### config.mk
export PLATFORM = sky130hd
export DESIGN_NAME = reg_cmd_ctrl
export DESIGN_NICKNAME = d
export VERILOG_FILES = /design/src/rtl/reg_cmd_ctrl_pkg.sv /design/src/rtl/reg_cmd_ctrl.sv
export SDC_FILE = /design/constraint.sdc
export NUM_CORES = 1
export LEC_CHECK = 0
export CELL_PAD_IN_SITES_DETAIL_PLACEMENT = 1
export CELL_PAD_IN_SITES_GLOBAL_PLACEMENT = 1
export CORE_ASPECT_RATIO = 0.8
export CORE_MARGIN = 10
export CORE_UTILIZATION = 35
export CTS_CLUSTER_DIAMETER = 60
export CTS_CLUSTER_SIZE = 25
export DETAILED_ROUTE_END_ITERATION = 8
export PLACE_DENSITY_LB_ADDON = 0.1
export SYNTH_ARGS = -nofsm -noshare
export SYNTH_HDL_FRONTEND = slang
export SYNTH_SLANG_ARGS = --single-unit
### constraint.sdc
create_clock -name CLK -period 2.3 [get_ports CLK]
set_clock_uncertainty 0.05 [all_clocks]
set_input_delay 0.345 -clock CLK [delete_from_list [all_inputs] [get_ports CLK]]
set_output_delay 0.345 -clock CLK [all_outputs]
set_load 0.01 [all_outputs]
### src/rtl/reg_cmd_ctrl_pkg.sv
// Shared opcodes and FSM encoding for the register command controller.
package reg_cmd_ctrl_pkg;
  localparam logic [7:0] CMD_WR = 8'hAA;
  localparam logic [7:0] CMD_RD = 8'hBB;

  typedef enum logic [2:0] {
    ST_IDLE    = 3'd0,
    ST_WR_ADDR = 3'd1,
    ST_WR_DATA = 3'd2,
    ST_RD_ADDR = 3'd3,
    ST_RD_WAIT = 3'd4,
    ST_TX_SEND = 3'd5
  } state_e;
endpackage

### src/rtl/reg_cmd_ctrl.sv
// Decodes RX write/read frames into register file strobes and forwards
// read data to the TX FIFO. Every output is a flop.
module reg_cmd_ctrl
  import reg_cmd_ctrl_pkg::*;
#(
  parameter int WIDTH = 8,
  parameter int ADDR  = 4
) (
  input  logic             CLK,
  input  logic             RST,
  input  logic [WIDTH-1:0] RX_P_DATA,
  input  logic             RX_D_VLD,
  input  logic [WIDTH-1:0] RdData,
  input  logic             RdData_VLD,
  input  logic             FIFO_FULL,
  output logic             WrEn,
  output logic             RdEn,
  output logic [ADDR-1:0]  Address,
  output logic [WIDTH-1:0] WrData,
  output logic [WIDTH-1:0] TX_P_DATA,
  output logic             TX_D_VLD,
  output logic             BUSY
);

  state_e           state, state_nx;
  logic             wren_nx, rden_nx, txv_nx;
  logic [ADDR-1:0]  addr_nx;
  logic [WIDTH-1:0] wdata_nx, txd_nx;

  always_comb begin
    state_nx = state;
    wren_nx  = 1'b0;
    rden_nx  = 1'b0;
    txv_nx   = 1'b0;
    addr_nx  = Address;
    wdata_nx = WrData;
    txd_nx   = TX_P_DATA;
    case (state)
      ST_IDLE: begin
        if (RX_D_VLD) begin
          if (RX_P_DATA == WIDTH'(CMD_WR))      state_nx = ST_WR_ADDR;
          else if (RX_P_DATA == WIDTH'(CMD_RD)) state_nx = ST_RD_ADDR;
        end
      end
      ST_WR_ADDR: begin
        if (RX_D_VLD) begin
          addr_nx  = RX_P_DATA[ADDR-1:0];
          state_nx = ST_WR_DATA;
        end
      end
      ST_WR_DATA: begin
        if (RX_D_VLD) begin
          wdata_nx = RX_P_DATA;
          wren_nx  = 1'b1;
          state_nx = ST_IDLE;
        end
      end
      ST_RD_ADDR: begin
        if (RX_D_VLD) begin
          addr_nx  = RX_P_DATA[ADDR-1:0];
          rden_nx  = 1'b1;
          state_nx = ST_RD_WAIT;
        end
      end
      ST_RD_WAIT: begin
        if (RdData_VLD) begin
          txd_nx   = RdData;
          state_nx = ST_TX_SEND;
        end
      end
      ST_TX_SEND: begin
        if (!FIFO_FULL) begin
          txv_nx   = 1'b1;
          state_nx = ST_IDLE;
        end
      end
      default: state_nx = ST_IDLE;
    endcase
  end

  // BUSY is registered from the next state so it tracks RD_WAIT/TX_SEND exactly.
  always_ff @(posedge CLK or negedge RST) begin
    if (!RST) begin
      state     <= ST_IDLE;
      WrEn      <= 1'b0;
      RdEn      <= 1'b0;
      Address   <= '0;
      WrData    <= '0;
      TX_P_DATA <= '0;
      TX_D_VLD  <= 1'b0;
      BUSY      <= 1'b0;
    end else begin
      state     <= state_nx;
      WrEn      <= wren_nx;
      RdEn      <= rden_nx;
      Address   <= addr_nx;
      WrData    <= wdata_nx;
      TX_P_DATA <= txd_nx;
      TX_D_VLD  <= txv_nx;
      BUSY      <= (state_nx == ST_RD_WAIT) || (state_nx == ST_TX_SEND);
    end
  end

endmodule
# --- Word-level counts from Yosys, hierarchy flattened ---
# Index checks and enable logic that the tools add are counted.
word_totals:
  regBits: 27
  output_inout_bits: 24
  wordCells: 37
op_classes:
  n_eq_ne: 9
  n_mux: 14
  reduce_logical: 6
op_table:
  columns: ["cell", "n"]
  rows:
  - ["$mux W3", 8]
  - ["$pmux W3 S6", 1]
  - ["$eq A8 B8 Y1 const B", 2]
  - ["$eq A3 B3 Y1 const B", 4]
  - ["$eq A3 B2 Y1 const B", 2]
  - ["$reduce_and A2 Y1", 3]
  - ["$mux W1", 5]
  - ["$eq A3 B1 Y1 const B", 1]
  - ["$logic_not A3 Y1", 1]
  - ["$reduce_or A2 Y1", 1]
  - ["$logic_or A1 B1 Y1", 1]

# --- Longest topological paths before layout ---
# Gate-level depths: netlist of the first run.
depth:
  depth_word: 7
  depth_mapped: 4
  ltp_nobuf: 3

# --- Least setup slack after synthesis of the first run ---
# OpenSTA, ideal clock, no wires.
synth_path:
  path_type: "register to register"
  startpoint: "reg state[1]"
  endpoint: "reg TX_P_DATA[0]"
  setup_time_ns: 0.125
  t_arrival_ns: 1.321
  setup_slack_ns: 0.804
  stages_incl_launch_ff: 4
  n_path_buf: 0
  path_cell_list: "dfrtp_1 nand2b_1 nor3b_4 mux2_2"
synth_between:
  elab_chain_len: 2
synth_lines:
  columns: ["item", "line", "rtl"]
  rows:
  - ["start: declaration", "reg_cmd_ctrl.sv:25", "state_e state, state_nx;"]
  - ["start signal: assignment", "reg_cmd_ctrl.sv:93", "state <= state_nx;"]
  - ["$eq A3 B3 Y1", "reg_cmd_ctrl.sv:38", "case (state)"]
  - ["$reduce_and A2 Y1 (no source line)", null, null]
  - ["end signal: assignment", "reg_cmd_ctrl.sv:98", "TX_P_DATA <= txd_nx;"]
  - ["end: declaration", "reg_cmd_ctrl.sv:20", "output logic [WIDTH-1:0] TX_P_DATA,"]
# No other way between the ends.
# A chain may end at the register's enable or synchronous reset.

# --- Final worst setup path of the first run ---
layout_path:
  startpoint: "in RX_D_VLD"
  endpoint: "reg WrData[4]"
layout_between:
  elab_chain_len: 1
layout_lines:
  columns: ["item", "line", "rtl"]
  rows:
  - ["start: declaration", "reg_cmd_ctrl.sv:12", "input logic RX_D_VLD,"]
  - ["$reduce_and A2 Y1 (no source line)", null, null]
  - ["end signal: assignment", "reg_cmd_ctrl.sv:97", "WrData <= wdata_nx;"]
  - ["end: declaration", "reg_cmd_ctrl.sv:19", "output logic [WIDTH-1:0] WrData,"]
# No other way between the ends.

==> load_flow_metrics.sql, run 1 <==
INSERT INTO impl_metrics (metric_group, metric, value, unit) VALUES
('status', 'run_status', 'complete, no violations', ''),
('placement', 'routabilityCongestion', '0.679', ''),
('worst_setup_path', 'cpPeakStageDelay', '540', 'ps'),
('cells_and_area', 'multiInputGateArea', '393', 'sq um'),
('sta', 'tightestPinTransition', '433', 'ps'),
('cells_and_area', 'antenna_cells', '0', ''),
('floorplanning', 'boundaryPins', '45', ''),
('worst_setup_path', 'path_cells', 'clkdlybuf4s50_1, and2b_2, nor3b_1, buf_4, mux2_2', ''),
('pwr', 'power-per-cell-area', '1080', 'mW/mm^2'),
('global_route', 'grt_remaining_overflow', '0', ''),
('worst_setup_path', 'worstSetupStartpointType', 'input pin', ''),
('floorplanning', 'coreArea', '0.00304', 'sq mm'),
('worst_setup_path', 'timing.setup.critical_path_class', 'in -> reg', ''),
('placement', 'buffer_ports.inserted', '44', ''),
('clocking', 'total_setup_buffers_inserted_after_cts', '0', ''),
('clocking', 'cts_sinks', '27', ''),
('sta', 'min_period_over_period', '74.6', '%'),
('floorplanning', 'die_area', '0.00577', 'sq mm'),
('cells_and_area', 'final-seq-area', '676', 'sq um'),
('synth', 'synth_nets', '94', ''),
('sta', 'rsz0062_at_grt', 'false', ''),
('cells_and_area', 'num-fill-cells', '324', ''),
('synth', 'synth_top_area_share', '61.9', '%'),
('synth', 'ys_seq_area_share', '61.9', '%'),
('clocking', 'cts-resized-gates', '0', ''),
('placement', 'preCtsSetupSlack', '295', 'ps'),
('synth', 'syn_area_per_cell', '15.0', 'sq um'),
('clocking', 'cts-buffers-inserted', '3', ''),
('global_route', 'grt_start_max_net_pins', '28', ''),
('placement', 'post-dp-hpwl', '2.06', 'mm'),
('synth', 'netlist.top_cell.by_area', 'dfrtp_1', ''),
('min_path', 'min_path_type', 'in -> async', ''),
('drt', 'drtPass1Iterations', '4', ''),
('clocking', 'worst_setup_hold_path_clk_slew', '90', 'ps'),
('floorplanning', 'die_x', '82.5', 'um'),
('worst_setup_path', 'required', '2400', 'ps'),
('worst_setup_path', 'crit_path_end_kind', 'flop', ''),
('drt', 'routed_wl', '2.57', 'mm'),
('worst_setup_path', 'crit_fanout', '9', ''),
('sta', 'maxSlewViolCount', '0', ''),
('cells_and_area', 'flow.area_growth_from_synthesis', '48.9', '%'),
('cells_and_area', 'final_layout_size_suffix_gt1_share', '24.0', '%'),
('clocking', 'worst_skew_pair.late_latency', '260', 'ps'),
('worst_setup_path', 'critical_path.slowest_cell', 'clkdlybuf4s50_1', ''),
('sta', 'relSlewSlack', '71.1', '%'),
('drt', 'routedWlPerCell', '16.0', 'um'),
('pwr', 'leakage', '0.669', 'nW'),
('floorplanning', 'dieHeight', '70.0', 'um'),
('synth', 'syn-cell-area', '0.00109', 'sq mm'),
('synth', 'syn_inst', '73', ''),
('clocking', 'cts_hold_buffers', '0', ''),
('sta', 'setup-violations-final', '0', ''),
('clocking', 'tritoncts', 'yes', ''),
('cells_and_area', 'finalNetCount', '143', ''),
('worst_setup_path', 'cp_data_arrival_time', '1820', 'ps'),
('synth', 'synth_warnings', '0', ''),
('sta', 'final-hold-violation-count', '0', ''),
('global_route', 'grt_util_all_layers', '9.58', '%'),
('worst_setup_path', 'crit-reg2reg-launch', 'state[1]', ''),
('synth', 'ys_top_cells_by_area', 'dfrtp_1 62%, mux2_2 22%, nor3b_4 1.7%', ''),
('clocking', 'cts-htree-levels', '1', ''),
('global_route', 'grt_pass1_wl', '4.37', 'mm'),
('floorplanning', 'floorplan.rows', '18', ''),
('worst_setup_path', 'worst-r2r-cell-count', '3', ''),
('floorplanning', 'initial_core_util', '35.9', '%'),
('clocking', 'clock-root-buffer', 'clkbuf_8', ''),
('worst_setup_path', 'timing.rr.end', 'TX_P_DATA[6]', ''),
('sta', 'period_minus_ws_final', '1720', 'ps'),
('drt', 'drt_iter0_drc', '24', ''),
('sta', 'setup-tns-final', '0', 'ps'),
('drt', 'via_count_normalized_by_instance_count', '4.73', ''),
('clocking', 'cts.path.max_buffers', '2', ''),
('drt', 'vias', '761', ''),
('synth', 'synth.ff_latch_count', '27', ''),
('drt', 'drc_violation_count_after_routing', '0', ''),
('global_route', 'grt_pass1_vias', '861', ''),
('global_route', 'grt_antenna_before_repair', '0', ''),
('synth', 'synth_unique_cells', '20', ''),
('drt', 'route.antenna.remaining_nets', '0', ''),
('sta', 'clock.fmax', '583', 'MHz'),
('sta', 'finalWorstSetupSlack', '584', 'ps'),
('pwr', 'ir_worst_vdd', '494', 'uV'),
('run', 'max_cap_viol_count', '0', ''),
('worst_setup_path', 'reg2reg_slack', '650', 'ps');
==> worst max-delay path, delay by kind of cell <==
family	cells	cell delay, ps
buffers and inverters	2	750
multiplexers	1	350
AND/OR/NAND/NOR	2	370
==> flip-flops by register name (all words and copies together), names as in the netlist <==
register and flops:
Address 4, BUSY 1, RdEn 1, TX_D_VLD 1, TX_P_DATA 8, WrData 8
WrEn 1, state 3
==> metrics by stage <==
stage,cell area (sq um),util [%],power [W],cells,hold slack (ps)
2_1_floorplan,1090,-,0.00106,73,-0.591
3_5_place_dp,1580,52.0,0.00154,157,444
6_report,1630,53.5,0.00176,161,406
3_3_place_gp,1580,52.0,0.00151,157,439
5_1_grt,1630,53.5,0.00189,161,450
4_1_cts,1630,53.5,0.00180,161,422
==> placed cells by master (no fill, tap or decap) <==
cell             netlist  layout
o2111ai_1              1       1
nand4b_1               1       1
or4b_1                 1       1
mux2_2                21      21
a2bb2oi_1              1       1
inv_1                  2       2
and2b_2                2       2
nor3b_4                1       1
mux2i_1                1       1
clkbuf_1               0       1
o22ai_1                3       3
nor2b_1                1       1
nand2_1                3       3
xnor2_1                1       1
buf_4                  0       2
o31ai_1                1       1
nor2_1                 2       2
clkdlybuf4s50_1        0      44
nand2b_1               1       1
nor3b_1                1       1
clkbuf_8               0       3
dfrtp_1               27      27
==> per-layer routing <==
layer	track usage [%]	wire length (um)
met4	2.83	12
met5	0	0
met3	4.48	235
met1	11.6	1080
met2	14.6	1240
==> worst max-delay path by stage <==
stage,startpoint,to,depth (start not counted)
finish,RX_D_VLD,WrData[4],5
detailed placement,RX_D_VLD,WrData[4],5
floorplan,state[1],TX_P_DATA[0],3
global placement,RX_D_VLD,WrData[7],5
CTS,RX_D_VLD,WrData[4],5
global route,RX_D_VLD,WrData[2],5
==> where the power goes <==
part           leakage, nW  switching [W]  internal (W)  total [W]
sequential           0.343      0.0000973      0.000660   0.000757
combinational        0.303       0.000260      0.000485   0.000745
clock               0.0228       0.000134      0.000124   0.000258
==> cells by family after synthesis <==
family                    count (synthesis)  share of synthesized area (%)
muxes                                    22                           22.6
DFF                                      27                           61.9
xor gates and xnor gates                  1                          0.802
and+or+nand+nor                          13                           8.59
AOI/OAI and AO/OA                         6                           4.01
buffers and inverters                     4                           2.18
==> synth_stat cells, drive strengths merged <==
cell type and n:
o31ai 1, buf 2, o2111ai 1, nor3b 2, inv 2, nor2 2, mux2i 1, nand2 3
nand4b 1, nor2b 1, or4b 1, mux2 21, and2b 2, xnor2 1, dfrtp 27, a2bb2oi 1
o22ai 3, nand2b 1
==> area by class of cell <==
| cell class | instances | area share, % |
|---|---|---|
| Timing Repair Buffer | 46 | 28.0 |
| Clock buffer | 4 | 2.77 |
| Sequential cell | 27 | 41.5 |
| Multi-Input combinational cell | 42 | 24.2 |
| Tap cell | 40 | 3.08 |
| Inverter | 2 | 0.462 |
Power figures use the tool's default switching activity.
==> run 2, diff against run 1 <==
- CORE_UTILIZATION: 35 -> 29
- clock period: 2.3 -> 1.5 ns (I/O delays scaled with it)
==> run 2 against run 1 <==
Against the previous run: the run now ends with setup timing left; cell count increased by 9.3%; critical path depth decreased by 1; die area increased by 15%; final area increased by 12%; power increased by 61%; critical path type is now reg -> reg.
==> load_flow_metrics.sql, run 2 (synthesized netlist as in run 1, its figures left out) <==
INSERT INTO impl_metrics (metric_group, metric, value, unit) VALUES
('drt', 'drt_iter0_drc', '24', ''),
('cells_and_area', 'largest_registers', 'TX_P_DATA x8, WrData x8, Address x4', ''),
('pwr', 'pwr-share-clk', '14.6', '%'),
('clocking', 'cts-htree-levels', '1', ''),
('drt', 'vias', '835', ''),
('worst_setup_path', 'crit_fanout', '5', ''),
('run', 'max_cap_viol_count', '0', ''),
('worst_setup_path', 'worst-r2r-cell-count', '4', ''),
('pwr', 'netSwitchingFraction', '28.4', '%'),
('placement', 'buffer_ports.inserted', '44', ''),
('cells_and_area', 'most_frequent_cells_in_the_layout', '35 x clkdlybuf4s50_1, 26 x dfrtp_1, 13 x mux2_2', ''),
('worst_setup_path', 'cp_data_arrival_time', '1670', 'ps'),
('sta', 'tightestPinTransition', '353', 'ps'),
('floorplanning', 'dieHeight', '74.9', 'um'),
('clocking', 'cts-buffers-inserted', '3', ''),
('clocking', 'worst_skew_pair.late_latency', '270', 'ps'),
('clocking', 'tritoncts', 'yes', ''),
('worst_setup_path', 'crit_path_end_kind', 'flop', ''),
('sta', 'min_period_over_period', '104', '%'),
('cells_and_area', 'flow.area_growth_from_synthesis', '66.7', '%'),
('drt', 'met1_length', '1.28', 'mm'),
('sta', 'rsz0062_at_grt', 'true', ''),
('drt', 'wl_met3', '308', 'um'),
('floorplanning', 'die_area', '0.00664', 'sq mm'),
('worst_setup_path', 'cp.depth', '4', ''),
('worst_setup_path', 'cpPeakStageDelay', '420', 'ps'),
('drt', 'routed_wl', '3.10', 'mm'),
('pwr', 'power-per-cell-area', '1560', 'mW/mm^2'),
('worst_setup_path', 'family_with_the_most_delay_on_the_worst_path', 'simple AND/OR/NAND/NOR gates', ''),
('pwr', 'comb_power_share', '44.5', '%'),
('min_path', 'min_path_type', 'in -> async', ''),
('drt', 'route.met2.wl', '1.49', 'mm'),
('sta', 'final-hold-violation-count', '0', ''),
('worst_setup_path', 'critical_path.slowest_cell', 'dfrtp_1', ''),
('floorplanning', 'coreArea', '0.00352', 'sq mm'),
('global_route', 'grt_start_max_net_pins', '28', ''),
('floorplanning', 'initial_core_util', '31.0', '%'),
('cells_and_area', 'post-route-util', '51.7', '%'),
('worst_setup_path', 'worstSetupStartpointType', 'flop', ''),
('clocking', 'clock-root-buffer', 'clkbuf_8', ''),
('floorplanning', 'die_x', '88.6', 'um'),
('status', 'run_status', 'finished with violations', ''),
('clocking', 'cts_hold_buffers', '0', ''),
('cells_and_area', 'final_layout_size_suffix_gt1_share', '34.3', '%'),
('sta', 'setup-violations-final', '9', ''),
('sta', 'maxSlewViolCount', '0', ''),
('cells_and_area', 'antenna_cells', '0', ''),
('worst_setup_path', 'required', '1610', 'ps'),
('worst_setup_path', 'path_cells', 'and2b_2, nor3b_4, buf_6, mux2_4', ''),
('drt', 'max_layer_used', 'met4', ''),
('pwr', 'power_spent_charging_and_discharging_nets', '0.000807', 'W'),
('global_route', 'grt_util_all_layers', '9.73', '%'),
('placement', 'routabilityCongestion', '0.687', ''),
('sta', 'period_minus_ws_final', '1550', 'ps'),
('global_route', 'grt_remaining_overflow', '0', ''),
('pwr', 'leakage', '0.867', 'nW'),
('cells_and_area', 'finalNetCount', '156', ''),
('drt', 'via_count_normalized_by_instance_count', '4.74', ''),
('global_route', 'grt_pass1_vias', '978', ''),
('clocking', 'cts_sinks', '27', ''),
('cells_and_area', 'layout.cells.most_common', 'clkdlybuf4s50_1', ''),
('floorplanning', 'floorplan.rows', '19', ''),
('worst_setup_path', 'timing.setup.critical_path_class', 'reg -> reg', ''),
('sta', 'relSlewSlack', '76.5', '%'),
('clocking', 'worst_setup_hold_path_clk_slew', '90', 'ps'),
('pwr', 'p_int', '0.00203', 'W'),
('sta', 'finalWorstSetupSlack', '-53.6', 'ps'),
('global_route', 'grt_pass1_wl', '5.01', 'mm'),
('sta', 'setup-tns-final', '-360', 'ps'),
('pwr', 'ir_worst_vdd', '741', 'uV'),
('status', 'violated_checks', 'setup timing', ''),
('drt', 'drtPass1Iterations', '3', ''),
('worst_setup_path', 'critical_path.n_buffers_inverters', '1', ''),
('sta', 'clock.fmax', '644', 'MHz'),
('pwr', 'sequentialPowerShare', '40.9', '%'),
('clocking', 'cts.path.max_buffers', '2', ''),
('drt', 'route.antenna.remaining_nets', '0', ''),
('global_route', 'grt_antenna_before_repair', '0', ''),
('drt', 'drc_violation_count_after_routing', '0', ''),
('drt', 'routedWlPerCell', '17.6', 'um'),
('placement', 'post-dp-hpwl', '2.32', 'mm'),
('floorplanning', 'boundaryPins', '45', ''),
('sta', 'timing.hold.ws', '272', 'ps');
[run 2: cell count changes in the layout (fill, tap and decap cells not counted), moves of 2 or more]
cell,change
mux2_4,+8
buf_6,+2
mux2_2,-8
clkdlybuf4s50_1,-9
dlymetal6s2s_1,+9
buf_4,+10
[run 2: power by group through the flow]
stage               Sequential [W]  Clock [W]  Combinational, W
finish                     0.00116   0.000414           0.00126
global route               0.00120   0.000464           0.00136
CTS                        0.00117   0.000433           0.00129
detailed placement         0.00118          0           0.00123
global placement           0.00117          0           0.00120
floorplan                  0.00129          0          0.000336
[run 2: routing by layer]
layer | vias to the layer above | GRT usage, %
met5 | - | 0
met4 | 0 | 2.33
met3 | 4 | 5.61
met2 | 26 | 15.8
met1 | 424 | 10.9
li1 | 381 | -
[run 2: cell type report]
cell class	count	area, sq um
flip-flops and latches	27	677
multi-input cells	42	443
clock buffers	4	45.0
repair buffers	59	596
well taps	42	52.6
fillers	365	1700
inverters	2	7.51
[run 2: final timing paths]
kind                                  from    endpoint  slack [ps]
worst max-delay path              state[2]   WrData[5]         -50
worst min-delay path                   RST    TX_D_VLD         270
worst max register to register    state[2]   WrData[5]         -50
worst min register to register  Address[0]  Address[0]         460
max in group asynchronous              RST    state[0]         850
min in group CLK                Address[0]  Address[0]         460
[run 2: repair_timing]
item                       in CTS  in global routing
gates resized for setup        12                 14
pin swaps                       1                  1
gates cloned                    1                  0
setup endpoints to repair      17                 30
buffers inserted                1                  2
[run 2: per-stage QoR]
step	instances	instance area (sq um)	total power [W]	setup slack [ps]
6_report	176	1820	0.00284	-53.6
5_1_grt	176	1820	0.00303	-113
4_1_cts	174	1770	0.00290	-54.3
3_5_place_dp	168	1660	0.00240	-293
3_3_place_gp	168	1660	0.00237	-269
2_1_floorplan	73	1090	0.00163	4.35
==> run 3, diff against run 2 <==
- REMOVE_ABC_BUFFERS: unset -> 1
==> run 3 against run 2 <==
Against the previous run: the run still ends with setup timing left; sequential share of layout area decreased by 0.32 points; worst setup slack improved by 8.5 ps; combinational power about the same.
==> load_flow_metrics.sql, run 3 (synthesized netlist as in run 1, its figures left out) <==
INSERT INTO impl_metrics (metric_group, metric, value, unit) VALUES
('floorplanning', 'die_area', '0.00664', 'sq mm'),
('drt', 'routed_wl', '3.16', 'mm'),
('sta', 'tightestPinTransition', '349', 'ps'),
('sta', 'finalWorstSetupSlack', '-45.1', 'ps'),
('cells_and_area', 'final_layout_size_suffix_gt1_share', '35.1', '%'),
('cells_and_area', 'flow.area_growth_from_synthesis', '67.8', '%'),
('drt', 'drc_violation_count_after_routing', '0', ''),
('worst_setup_path', 'worstSetupStartpointType', 'flop', ''),
('cells_and_area', 'most_frequent_cells_in_the_layout', '31 x clkdlybuf4s50_1, 27 x dfrtp_1, 13 x mux2_2, 13 x dlymetal6s2s_1, 12 x buf_4', ''),
('drt', 'vias', '812', ''),
('worst_setup_path', 'required', '1620', 'ps'),
('drt', 'drtPass1Iterations', '3', ''),
('clocking', 'cts-htree-levels', '1', ''),
('status', 'violated_checks', 'setup timing', ''),
('sta', 'period_minus_ws_final', '1550', 'ps'),
('worst_setup_path', 'reg2reg_slack', '-50', 'ps'),
('cells_and_area', 'largest_registers', 'TX_P_DATA x8, WrData x8, Address x4', ''),
('pwr', 'power-per-cell-area', '1550', 'mW/mm^2'),
('global_route', 'grt_remaining_overflow', '0', ''),
('clocking', 'cts_sinks', '27', ''),
('pwr', 'ir_worst_vdd', '698', 'uV'),
('placement', 'post-dp-hpwl', '2.23', 'mm'),
('floorplanning', 'dieHeight', '74.9', 'um'),
('sta', 'rsz0062_at_grt', 'true', ''),
('min_path', 'min_path_type', 'in -> async', ''),
('clocking', 'cts-buffers-inserted', '3', ''),
('status', 'run_status', 'finished with violations', ''),
('sta', 'setup-violations-final', '9', ''),
('floorplanning', 'coreArea', '0.00352', 'sq mm'),
('cells_and_area', 'antenna_cells', '0', ''),
('sta', 'maxSlewViolCount', '0', ''),
('placement', 'preCtsSetupSlack', '-287', 'ps'),
('sta', 'clock.fmax', '647', 'MHz'),
('sta', 'final-hold-violation-count', '0', ''),
('cells_and_area', 'finalNetCount', '156', ''),
('cells_and_area', 'post-route-util', '52.1', '%'),
('cells_and_area', 'layout.cells.most_common', 'clkdlybuf4s50_1', ''),
('drt', 'drt_iter0_drc', '30', ''),
('clocking', 'cts.path.max_buffers', '2', ''),
('run', 'max_cap_viol_count', '0', ''),
('global_route', 'grt_start_max_net_pins', '28', ''),
('placement', 'buffer_ports.inserted', '44', ''),
('drt', 'via_count_normalized_by_instance_count', '4.61', ''),
('sta', 'min_period_over_period', '103', '%'),
('worst_setup_path', 'cp_data_arrival_time', '1660', 'ps'),
('floorplanning', 'initial_core_util', '31.0', '%'),
('sta', 'relSlewSlack', '76.7', '%'),
('worst_setup_path', 'timing.setup.critical_path_class', 'reg -> reg', ''),
('pwr', 'leakage', '0.917', 'nW'),
('floorplanning', 'floorplan.rows', '19', ''),
('floorplanning', 'die_x', '88.6', 'um'),
('clocking', 'worst_skew_pair.late_latency', '280', 'ps'),
('clocking', 'clock-root-buffer', 'clkbuf_8', ''),
('cells_and_area', 'num-fill-cells', '369', ''),
('clocking', 'tritoncts', 'yes', ''),
('clocking', 'worst_setup_hold_path_clk_slew', '100', 'ps'),
('worst_setup_path', 'crit_fanout', '5', ''),
('global_route', 'grt_antenna_before_repair', '0', ''),
('drt', 'routedWlPerCell', '18.0', 'um'),
('global_route', 'grt_pass1_vias', '932', ''),
('worst_setup_path', 'crit_path_end_kind', 'flop', ''),
('global_route', 'grt_util_all_layers', '9.39', '%'),
('drt', 'route.antenna.remaining_nets', '0', ''),
('clocking', 'cts_hold_buffers', '0', ''),
('global_route', 'grt_pass1_wl', '4.86', 'mm'),
('floorplanning', 'boundaryPins', '45', ''),
('placement', 'routabilityCongestion', '0.779', '');
run 3: final timing paths:
check | end | cells after the start | from
worst max-delay path | WrData[6] | 4 | state[2]
worst min-delay path | TX_D_VLD | 2 | RST
worst max register to register | WrData[6] | 4 | state[2]
worst min register to register | TX_P_DATA[1] | 1 | TX_P_DATA[1]
max in group asynchronous | WrData[1] | 2 | RST
min in group CLK | TX_P_DATA[1] | 1 | TX_P_DATA[1]
run 3: metal layers:
layer	global-route usage, %	part of all wire [%]	vias to the layer above
met5	0	0	-
met4	2.15	0.51	0
met3	5.07	9.2	4
met2	14.9	48	22
met1	11.0	42	406
li1	-	-	380
run 3: area by class of cell:
class	instances	area, sq um	share of cell area, %
sequential	27	676	36.9
timing repair buffer	59	606	33.0
multi-input combinational	42	445	24.3
tap	42	52.6	2.87
clock buffer	3	41.3	2.25
inverter	2	7.51	0.410
clock inverter	1	5.00	0.273
run 3: repair_timing:
action                     4_1_cts  5_1_grt
resized for setup                7       23
pin swaps                        1        0
setup buffers                    1        1
cloned                           1        0
setup endpoints to repair       14       34
run 3: where the power goes:
part | total (W) | leakage (nW) | switching [W] | internal, W
clock network | 0.000423 | 0.0255 | 0.000237 | 0.000187
logic | 0.00126 | 0.549 | 0.000439 | 0.000816
registers | 0.00116 | 0.343 | 0.000153 | 0.00101
run 3: per-stage QoR:
| step | instance area, sq um | TNS (ps) | std cells | hold slack, ps | total power (W) |
|---|---|---|---|---|---|
| 3_3_place_gp | 1670 | -3700 | 169 | 440 | 0.00237 |
| 5_1_grt | 1830 | -878 | 176 | 289 | 0.00304 |
| 3_5_place_dp | 1670 | -3920 | 169 | 444 | 0.00240 |
| 2_1_floorplan | 1080 | -3390 | 71 | -121 | 0.00162 |
| 4_1_cts | 1760 | -89.8 | 175 | 281 | 0.00288 |
| 6_report | 1830 | -219 | 176 | 266 | 0.00284 |
run 3: worst max-delay path: stages, from the launching register on:
cell and delay, ps:
dfrtp_1 400, and2b_2 230, nor3b_4 260, buf_6 180, mux2_4 300
